## src/rtl/race_stimulus_gen.sv

```systemverilog
// race_stimulus_gen: launches one race on lines a/b/c with per-channel start
// delays, holds the lines while the first-signal detector latches, then
// samples the detector result and compares it against the expected winners.
`timescale 1ns/1ps

module race_stimulus_gen #(
  parameter int DW          = 8,
  parameter int HOLD_CYCLES = 4
) (
  input  logic          clk,
  input  logic          rst,
  input  logic          start,
  input  logic [DW-1:0] delay_a,
  input  logic [DW-1:0] delay_b,
  input  logic [DW-1:0] delay_c,
  input  logic [2:0]    chan_en,
  output logic          a,
  output logic          b,
  output logic          c,
  output logic          det_rst_n,
  input  logic [2:0]    y_in,
  output logic          busy,
  output logic          done,
  output logic [2:0]    expected,
  output logic          match
);

  typedef enum logic [2:0] {IDLE, ARM, RUN, HOLD, CHECK} state_t;

  // Hold counter only needs to count 0 .. HOLD_CYCLES-1.
  localparam int HW = (HOLD_CYCLES > 1) ? $clog2(HOLD_CYCLES) : 1;

  state_t        state, state_nx;
  logic [DW-1:0] cnt, cnt_nx, cnt_inc;
  logic [HW-1:0] hold_cnt, hold_cnt_nx;
  logic [DW-1:0] dly_a_q, dly_b_q, dly_c_q;
  logic [DW-1:0] dly_a_nx, dly_b_nx, dly_c_nx;
  logic [2:0]    en_q, en_nx;
  logic [2:0]    lines, lines_nx;
  logic          det_rst_n_nx, busy_nx, done_nx, match_nx;
  logic [2:0]    expected_nx;
  logic [DW-1:0] min_dly;
  logic [2:0]    winners;
  logic [2:0]    fire_arm, fire_run;

  assign {c, b, a} = lines;

  // Winner set for the race being requested: every enabled channel whose
  // delay equals the smallest enabled delay (ties give several bits).
  always_comb begin
    min_dly = '1;
    if (chan_en[0] && (delay_a < min_dly)) min_dly = delay_a;
    if (chan_en[1] && (delay_b < min_dly)) min_dly = delay_b;
    if (chan_en[2] && (delay_c < min_dly)) min_dly = delay_c;
    winners = chan_en & {delay_c == min_dly, delay_b == min_dly, delay_a == min_dly};
  end

  // Saturating counter step, and which channels fire for the counter value
  // that will be visible in the next cycle.
  always_comb begin
    cnt_inc  = (cnt == '1) ? cnt : cnt + DW'(1);
    fire_arm = en_q & {dly_c_q == '0, dly_b_q == '0, dly_a_q == '0};
    fire_run = en_q & {cnt_inc == dly_c_q, cnt_inc == dly_b_q, cnt_inc == dly_a_q};
  end

  // Next-state and next-output logic; every output is registered, so each
  // branch prepares the values that belong to the state being entered.
  always_comb begin
    state_nx     = state;
    cnt_nx       = cnt;
    hold_cnt_nx  = hold_cnt;
    dly_a_nx     = dly_a_q;
    dly_b_nx     = dly_b_q;
    dly_c_nx     = dly_c_q;
    en_nx        = en_q;
    lines_nx     = lines;
    det_rst_n_nx = det_rst_n;
    busy_nx      = busy;
    done_nx      = 1'b0;
    expected_nx  = expected;
    match_nx     = match;

    case (state)
      IDLE: begin
        lines_nx     = '0;
        det_rst_n_nx = 1'b1;
        busy_nx      = 1'b0;
        if (start) begin
          dly_a_nx     = delay_a;
          dly_b_nx     = delay_b;
          dly_c_nx     = delay_c;
          en_nx        = chan_en;
          expected_nx  = winners;
          match_nx     = 1'b0;
          busy_nx      = 1'b1;
          det_rst_n_nx = 1'b0;
          cnt_nx       = '0;
          state_nx     = ARM;
        end
      end
      ARM: begin
        cnt_nx       = '0;
        lines_nx     = fire_arm;
        det_rst_n_nx = 1'b1;
        state_nx     = RUN;
      end
      RUN: begin
        if ((lines & en_q) == en_q) begin
          hold_cnt_nx = '0;
          state_nx    = HOLD;
        end else begin
          cnt_nx   = cnt_inc;
          lines_nx = lines | fire_run;
        end
      end
      HOLD: begin
        if (hold_cnt == HW'(HOLD_CYCLES - 1)) begin
          done_nx  = 1'b1;
          state_nx = CHECK;
        end else begin
          hold_cnt_nx = hold_cnt + HW'(1);
        end
      end
      CHECK: begin
        match_nx = (y_in == expected);
        lines_nx = '0;
        busy_nx  = 1'b0;
        state_nx = IDLE;
      end
      default: begin
        state_nx = IDLE;
      end
    endcase
  end

  // State and output registers; reset clears everything immediately,
  // including lines that are high mid-race.
  always_ff @(posedge clk or negedge rst) begin
    if (!rst) begin
      state     <= IDLE;
      cnt       <= '0;
      hold_cnt  <= '0;
      dly_a_q   <= '0;
      dly_b_q   <= '0;
      dly_c_q   <= '0;
      en_q      <= '0;
      lines     <= '0;
      det_rst_n <= 1'b0;
      busy      <= 1'b0;
      done      <= 1'b0;
      expected  <= '0;
      match     <= 1'b0;
    end else begin
      state     <= state_nx;
      cnt       <= cnt_nx;
      hold_cnt  <= hold_cnt_nx;
      dly_a_q   <= dly_a_nx;
      dly_b_q   <= dly_b_nx;
      dly_c_q   <= dly_c_nx;
      en_q      <= en_nx;
      lines     <= lines_nx;
      det_rst_n <= det_rst_n_nx;
      busy      <= busy_nx;
      done      <= done_nx;
      expected  <= expected_nx;
      match     <= match_nx;
    end
  end

endmodule

```

## config.mk

```make
export PLATFORM = sky130hd
export DESIGN_NAME = race_stimulus_gen
export DESIGN_NICKNAME = d
export VERILOG_FILES = /design/src/rtl/race_stimulus_gen.sv
export SDC_FILE = /design/constraint.sdc
export NUM_CORES = 1
export LEC_CHECK = 0
export CAP_MARGIN = 0
export CORE_ASPECT_RATIO = 0.75
export CORE_UTILIZATION = 30
export CTS_CLUSTER_DIAMETER = 200
export DETAILED_ROUTE_END_ITERATION = 8
export HOLD_SLACK_MARGIN = 0.08
export MAX_ROUTING_LAYER = met4
export PLACE_DENSITY = 0.46
export SLEW_MARGIN = 0
export SYNTH_ARGS = -nofsm -noshare
export SYNTH_HDL_FRONTEND = slang
export SYNTH_SLANG_ARGS = --single-unit
```

## constraint.sdc

```tcl
create_clock -name clk -period 4.6 [get_ports clk]
set_input_delay 1.38 -clock clk [delete_from_list [all_inputs] [get_ports clk]]
set_output_delay 1.38 -clock clk [all_outputs]
set_load 0.05 [all_outputs]
```

==> summary.txt, run 1 <==
Power
  • VDD IR-drop max: 0.215 mV
  • Clk pwr share: 17.7%
  • Sw Pwr: 1030 uW
  • Switching Share: 42.3%
  • Leakage: 0.00243 uW
  • Flop pwr share: 34.6%
  • Tot Pwr: 2440 uW
  • Internal power: 1410 uW
  • Comb power frac: 47.6%
  • Power per cell area: 447 nW/um^2

Floorplan
  • Die height: 98.9 um
  • Io pins: 43
  • Number of cell rows: 35
  • Core footprint: 12300 um^2
  • Initial core utilization: 30.7%
  • Die area: 13000 um^2
  • Die width: 131 um

STA
  • Final setup fails: 0
  • Final hold slack: 501 ps
  • Slew headroom: 55.9%
  • Post-route clock period utilization: 98.5%
  • TNS Setup: 0 ps
  • Final period demand of the worst path: 4530 ps
  • Slew @ Worst Pin: 656 ps
  • F_max: 0.221 GHz
  • Final Max Tran Viols: 0
  • Setup Skew: 8.13 ps
  • Final-report hold violation count: 0
  • RSZ-0062 raised after global routing: true

Yosys
  • Seq/Total Area, Yosys: 33.3%
  • Post-Syn Nets: 499
  • Syn avg cell area: 8.35 um^2
  • Post-synth EDFFs: 0
  • Synth top area share: 33.3%
  • Cell area after synthesis: 3760 um^2
  • Mux cell area share after synthesis: 2.26%
  • Post-synthesis register bit count: 50
  • Post-Synth Adder-Cell Area: 5.33%
  • Async set-reset flop share out of synthesis: 100%
  • Count leader, synth: nand2_1
  • Main combinational cell family by area after synthesis: simple AND/OR/NAND/NOR gates
  • Synth Area in XOR/XNOR: 10.7%
  • Top post-synthesis cells by area: dfrtp_1 33%, nand2_1 9.7%, xor2_1 6.8%
  • Compound-cell area share of the yosys netlist: 17.9%
  • Synth Area in Simple Gates: 27.6%
  • Cell taking the most area after synthesis: dfrtp_1
  • Post-Syn Instances: 450
  • Most used DFF post-synth: dfrtp_1
  • Yosys cell types: 61
  • Top cells by count, synth: 97 x nand2_1, 50 x dfrtp_1, 29 x xor2_1, 28 x o21ai_0, 24 x nor2_1
  • YS warnings: 0

Finish
  • Fin nets: 617
  • Inserted Diodes: 0
  • Layout area overhead: 45.2%
  • Layout cells sized above 1: 26.4%
  • Final Util: 44.5%

Detailed routing
  • WL final: 13500 um
  • Initial DRT Pass Iterations: 5
  • Vias: 3867
  • Residual DRC count: 0
  • Via density: 5.27
  • Drt first-iter violations: 250
  • Wire per inst: 18.3 um
  • Routed Antenna Nets: 0

Clocking
  • Clock slew at reported path FFs: 60 ps
  • # hold bufs at CTS: 0
  • CTS tree: done
  • TritonCTS sink count: 50
  • Deepest clock path buffer count: 2
  • Clk Latency, worst-skew pair: 290 ps
  • Clock root cell: clkbuf_16
  • H-tree depth: 2
  • Total CTS buffers: 5

Global routing
  • Initial antenna violation count: 0
  • Global-route wire length before repair: 21100 um
  • Total global routing overflow: 0
  • GRT Total Usage: 21.5%
  • Largest net degree at the start of global routing: 36
  • Vias in the first global route: 3802

Critical path
  • CP Class: in -> reg
  • Startpoint types: input port
  • Crit path capture type: flop
  • CP Data Arrival Time: 4730 ps
  • CP max FO: 7
  • Critical Path RT: 4800 ps

Placement
  • Placer's final routability congestion estimate: 0.962
  • Port Buf Inserts: 42
  • Hpwl dp: 10200 um

Status
  • Status: complete, no violations

Flow run
  • Max Cap Violations: 0

Hold path
  • Hold Crit Class: reg -> reg
## power groups by stage
| stage | registers, uW | clock network (uW) | logic [uW] |
|---|---|---|---|
| 2_1_floorplan | 847 | 0 | 704 |
| 3_3_place_gp | 850 | 0 | 1070 |
| 3_5_place_dp | 850 | 0 | 1090 |
| 4_1_cts | 844 | 440 | 1130 |
| 5_1_grt | 877 | 457 | 1280 |
| 6_report | 844 | 432 | 1160 |
## worst max-delay path, cell delays in order
cell           delay, ps
dlygate4sd2_1        270
nor2b_2              190
ha_4                 240
nand2_1              150
o2111ai_4            180
buf_6                190
or3_4                390
nand2_4               80
ha_4                 200
nand4_1               80
nand3b_1             190
nor2_2               210
o311ai_4             120
buf_4                180
o311ai_4              90
o2111ai_1            160
and2_1               210
o31ai_2              200
## timing repair
| action | 4_1_cts | 5_1_grt |
|---|---|---|
| hold endpoints to repair | 0 | 0 |
| gates resized for setup | 54 | 40 |
| cloned | 0 | 1 |
| buffers inserted | 8 | 8 |
| pin swaps | 22 | 22 |
| endpoints found under the setup margin | 3 | 2 |
## final timing paths
| check | to | cells past startpoint | slack, ps | startpoint |
|---|---|---|---|---|
| worst max-delay path | expected[1]$_DFFE_PN0P_ | 18 | 70 | delay_a[7] |
| worst min-delay path | match$_DFFE_PN0P_ | 2 | 500 | match$_DFFE_PN0P_ |
| worst max register to register | expected[1]$_DFFE_PN0P_ | 6 | 1990 | state[1]$_DFFE_PN0P_ |
| worst min register to register | match$_DFFE_PN0P_ | 2 | 500 | match$_DFFE_PN0P_ |
| max in group asynchronous | dly_c_q[1]$_DFFE_PN0P_ | 2 | 2770 | rst |
| min in group asynchronous | done$_DFF_PN0_ | 1 | 1080 | rst |
## flip-flops by register name, indices dropped and copies added, names as in the netlist
name / flops
busy: 1
cnt: 8
det_rst_n: 1
dly_a_q: 8
dly_b_q: 8
dly_c_q: 8
done: 1
en_q: 3
expected: 3
hold_cnt: 2
lines: 3
match: 1
state: 3
## area by class of cell
class / count / area, um^2
clock buffers: 6 / 139
flip-flops and latches: 50 / 1250
multi-input cells: 375 / 2740
fillers: 1219 / 6810
well taps: 166 / 208
inverters: 13 / 48.8
repair buffers: 123 / 1040
clock inverters: 1 / 30.0
## stage by stage
stage               setup slack (ps)  cells  instance area (um^2)
floorplan                       19.7    450                  3780
finish                          69.6    734                  5460
CTS                             3.90    726                  5240
global route                   -87.5    734                  5460
global placement                -671    711                  4830
detailed placement              -818    711                  4830
## layer usage
layer | global-route usage, % | vias up | wire [um]
li1 | - | 1842 | -
met1 | 32.0 | 1881 | 6680
met2 | 31.4 | 127 | 5770
met3 | 2.93 | 17 | 852
met4 | 2.62 | 0 | 160
met5 | - | - | 0
## layout by cell type (no fill, tap or decap), types with 5 or more instances in the layout
cell,count
nor2b_1,11
inv_1,12
xor2_1,29
o21ai_1,5
clkdlybuf4s50_1,26
nand2b_1,5
o211ai_1,5
nand4b_1,5
ha_1,8
dfrtp_1,50
ha_4,7
clkbuf_16,5
buf_4,73
nand4_1,5
a22oi_1,5
nor2_1,22
o22ai_1,5
nor4_1,8
dlygate4sd2_1,6
nand3_1,15
a21oi_1,7
buf_6,7
xnor2_1,15
nand2_1,91
nor3_1,9
o21ai_0,25
## cell families after synthesis
group,count (synthesis)
simple gates,208
compound gates,98
flops,50
xor+xnor,45
buf+inv,25
fa+ha+maj,16
mux,8
No activity file was read; power rests on OpenSTA's default activity.
==> run 2: changes to the inputs <==
--- a/config.mk
+++ b/config.mk
@@ -7,13 +7,12 @@
 export LEC_CHECK = 0
 export CAP_MARGIN = 0
 export CORE_ASPECT_RATIO = 0.75
-export CORE_UTILIZATION = 30
-export CTS_CLUSTER_DIAMETER = 200
+export CORE_UTILIZATION = 40
+export CTS_CLUSTER_DIAMETER = 30
 export DETAILED_ROUTE_END_ITERATION = 8
 export HOLD_SLACK_MARGIN = 0.08
 export MAX_ROUTING_LAYER = met4
-export PLACE_DENSITY = 0.46
-export SLEW_MARGIN = 0
+export PLACE_DENSITY = 0.58
 export SYNTH_ARGS = -nofsm -noshare
 export SYNTH_HDL_FRONTEND = slang
 export SYNTH_SLANG_ARGS = --single-unit
==> run 2 against run 1 <==
Net effect:
- the flow now finishes with violations (setup timing)
- routed wire length down 6.2%
- worst hold slack lost 2.9 ps
- non-clock buffer count increased by 2
- final cell count shrank 4.8%
- power is 2.6% lower
- clock power shrank 13%
==> summary.txt, run 2 (synthesis results as in run 1) <==
Detailed routing
  • Drt first-iter violations: 313
  • Wire per inst: 18.1 um
  • Routed Antenna Nets: 0
  • Initial DRT Pass Iterations: 5
  • Vias: 3867
  • WL final: 12600 um
  • Via density: 5.53
  • Residual DRC count: 0

STA
  • Final Max Tran Viols: 0
  • RSZ-0062 raised after global routing: true
  • Slew @ Worst Pin: 650 ps
  • Post-route clock period utilization: 100%
  • F_max: 0.217 GHz
  • Final-report hold violation count: 0
  • Final period demand of the worst path: 4600 ps
  • Final setup fails: 1
  • Post-route setup slack: -1.26 ps
  • Slew headroom: 56.7%
  • Setup Skew: 5.19 ps
  • Final hold slack: 498 ps

Finish
  • Final cell count without fillers: 699
  • Final Util: 59.2%
  • Layout area overhead: 43.0%
  • Commonest non-fill, non-tap cells in the layout: 92 x nand2_1, 75 x buf_4, 50 x dfrtp_1
  • Commonest non-fill, non-tap cell in the layout: nand2_1
  • Inserted Diodes: 0
  • Fillcell total: 856
  • Fin nets: 619
  • Layout cells sized above 1: 27.3%

Clocking
  • Clk Latency, worst-skew pair: 300 ps
  • CTS tree: done
  • Clock root cell: clkbuf_16
  • TritonCTS sink count: 50
  • Clock slew at reported path FFs: 70 ps
  • H-tree depth: 2
  • Total CTS buffers: 5
  • Deepest clock path buffer count: 2

Power
  • VDD IR-drop max: 0.253 mV
  • Comb power frac: 48.7%
  • Power per cell area: 441 nW/um^2
  • Internal power: 1340 uW
  • Clk pwr share: 15.8%
  • Flop pwr share: 35.5%
  • Switching Share: 43.5%
  • Leakage: 0.00240 uW
  • Tot Pwr: 2370 uW
  • Sw Pwr: 1030 uW

Floorplan
  • Die width: 114 um
  • Initial core utilization: 41.4%
  • Die area: 9790 um^2
  • Die height: 86.0 um
  • Number of cell rows: 30
  • Core footprint: 9080 um^2
  • Io pins: 43

Global routing
  • Global-route wire length before repair: 20500 um
  • GRT Total Usage: 28.3%
  • Initial antenna violation count: 0
  • Total global routing overflow: 0
  • Vias in the first global route: 3849
  • Largest net degree at the start of global routing: 51

Critical path
  • Crit-path most repeated cell: buf_6
  • Critical path origin: delay_a[3]
  • Crit path capture type: flop
  • CP Data Arrival Time: 4790 ps
  • Crit path largest cell delay: 330 ps
  • CP max FO: 4
  • Critical Path RT: 4790 ps
  • WP buf/inv: 5
  • Worst flop-to-flop path startpoint: state[1]$_DFFE_PN0P_
  • CP top delay family: compound AO/OA/AOI/OAI gates
  • Crit path cell chain: buf_2 -> nand2b_4 -> inv_2 -> ha_4 -> o211ai_1 -> a21o_1 -> a21oi_4 -> buf_6 -> nor3_4 -> or2_4 -> ha_4 -> a222oi_1 -> nand2_1 -> buf_6 -> o311a_4 -> buf_6 -> mux2_4 -> o22ai_2 -> o31ai_1
  • CP max stage cell: o311a_4
  • CP Class: in -> reg
  • Startpoint types: input port

Placement
  • Pre-CTS WS: -858 ps
  • Inst Count DP: 676
  • Placer's final routability congestion estimate: 1.00
  • Hpwl dp: 9960 um
  • Port Buf Inserts: 42

Hold path
  • Hold Crit Class: reg -> reg
  • Min-delay src: det_rst_n$_DFFE_PN0P_

Status
  • Status: finished with violations
  • Failing checks: setup timing

Flow run
  • Max Cap Violations: 0
-- run 2: cell count changes in the layout (fill, tap and decap cells not counted), moves of 2 or more --
cell | previous run | this run
o21ai_1 | 5 | 7
buf_4 | 73 | 75
dlymetal6s2s_1 | 4 | 2
nor2b_2 | 2 | 4
clkbuf_2 | 1 | 4
dlygate4sd2_1 | 6 | 4
nor2b_1 | 11 | 9
-- run 2: timing repair --
action,4_1_cts,5_1_grt
buffers inserted,8,7
pin swaps,18,22
setup endpoints to repair,3,3
resized for setup,55,45
hold buffers,0,0
-- run 2: layout make-up --
type / count / area, um^2 / area share [%]
clock buffers: 5 / 125 / 2.33
repair buffers: 125 / 1050 / 19.5
clock inverters: 3 / 21.3 / 0.396
well taps: 128 / 160 / 2.98
multi-input cells: 375 / 2720 / 50.6
flip-flops and latches: 50 / 1250 / 23.3
inverters: 13 / 48.8 / 0.908
-- run 2: final timing paths --
| kind | endpoint | slack, ps | cells past startpoint |
|---|---|---|---|
| worst max-delay path | expected[0]$_DFFE_PN0P_ | -1 | 19 |
| worst min-delay path | det_rst_n$_DFFE_PN0P_ | 500 | 2 |
| worst max register to register | expected[0]$_DFFE_PN0P_ | 1870 | 8 |
| worst min register to register | det_rst_n$_DFFE_PN0P_ | 500 | 2 |
| max in group asynchronous | dly_b_q[6]$_DFFE_PN0P_ | 2970 | 2 |
| min in group asynchronous | expected[2]$_DFFE_PN0P_ | 1170 | 2 |
-- run 2: metal layers --
layer	GRT usage, %	wire, um
met5	-	0
met4	4.96	112
met3	3.96	881
met2	39.3	5110
met1	43.4	6530
-- run 2: power by group through the flow --
stage               sequential (uW)  clock, uW  combinational (uW)
finish                          842        375                1160
global route                    869        395                1270
CTS                             841        383                1120
detailed placement              849          0                1080
global placement                840          0                1050
floorplan                       847          0                 704
-- run 2: stage by stage --
stage               instance area (um^2)  TNS [ps]
CTS                                 5200         0
detailed placement                  4810     -2140
global route                        5380      -267
global placement                    4810     -1720
floorplan                           3780         0
finish                              5380     -1.26
-- run 2: worst reg2reg max path, delay by kind of cell (launching register included) --
family | cells | cell delay [ps]
AO/OA/AOI/OAI | 4 | 950
AND/OR/NAND/NOR | 2 | 610
flip-flops | 1 | 590
buffers and inverters | 2 | 480
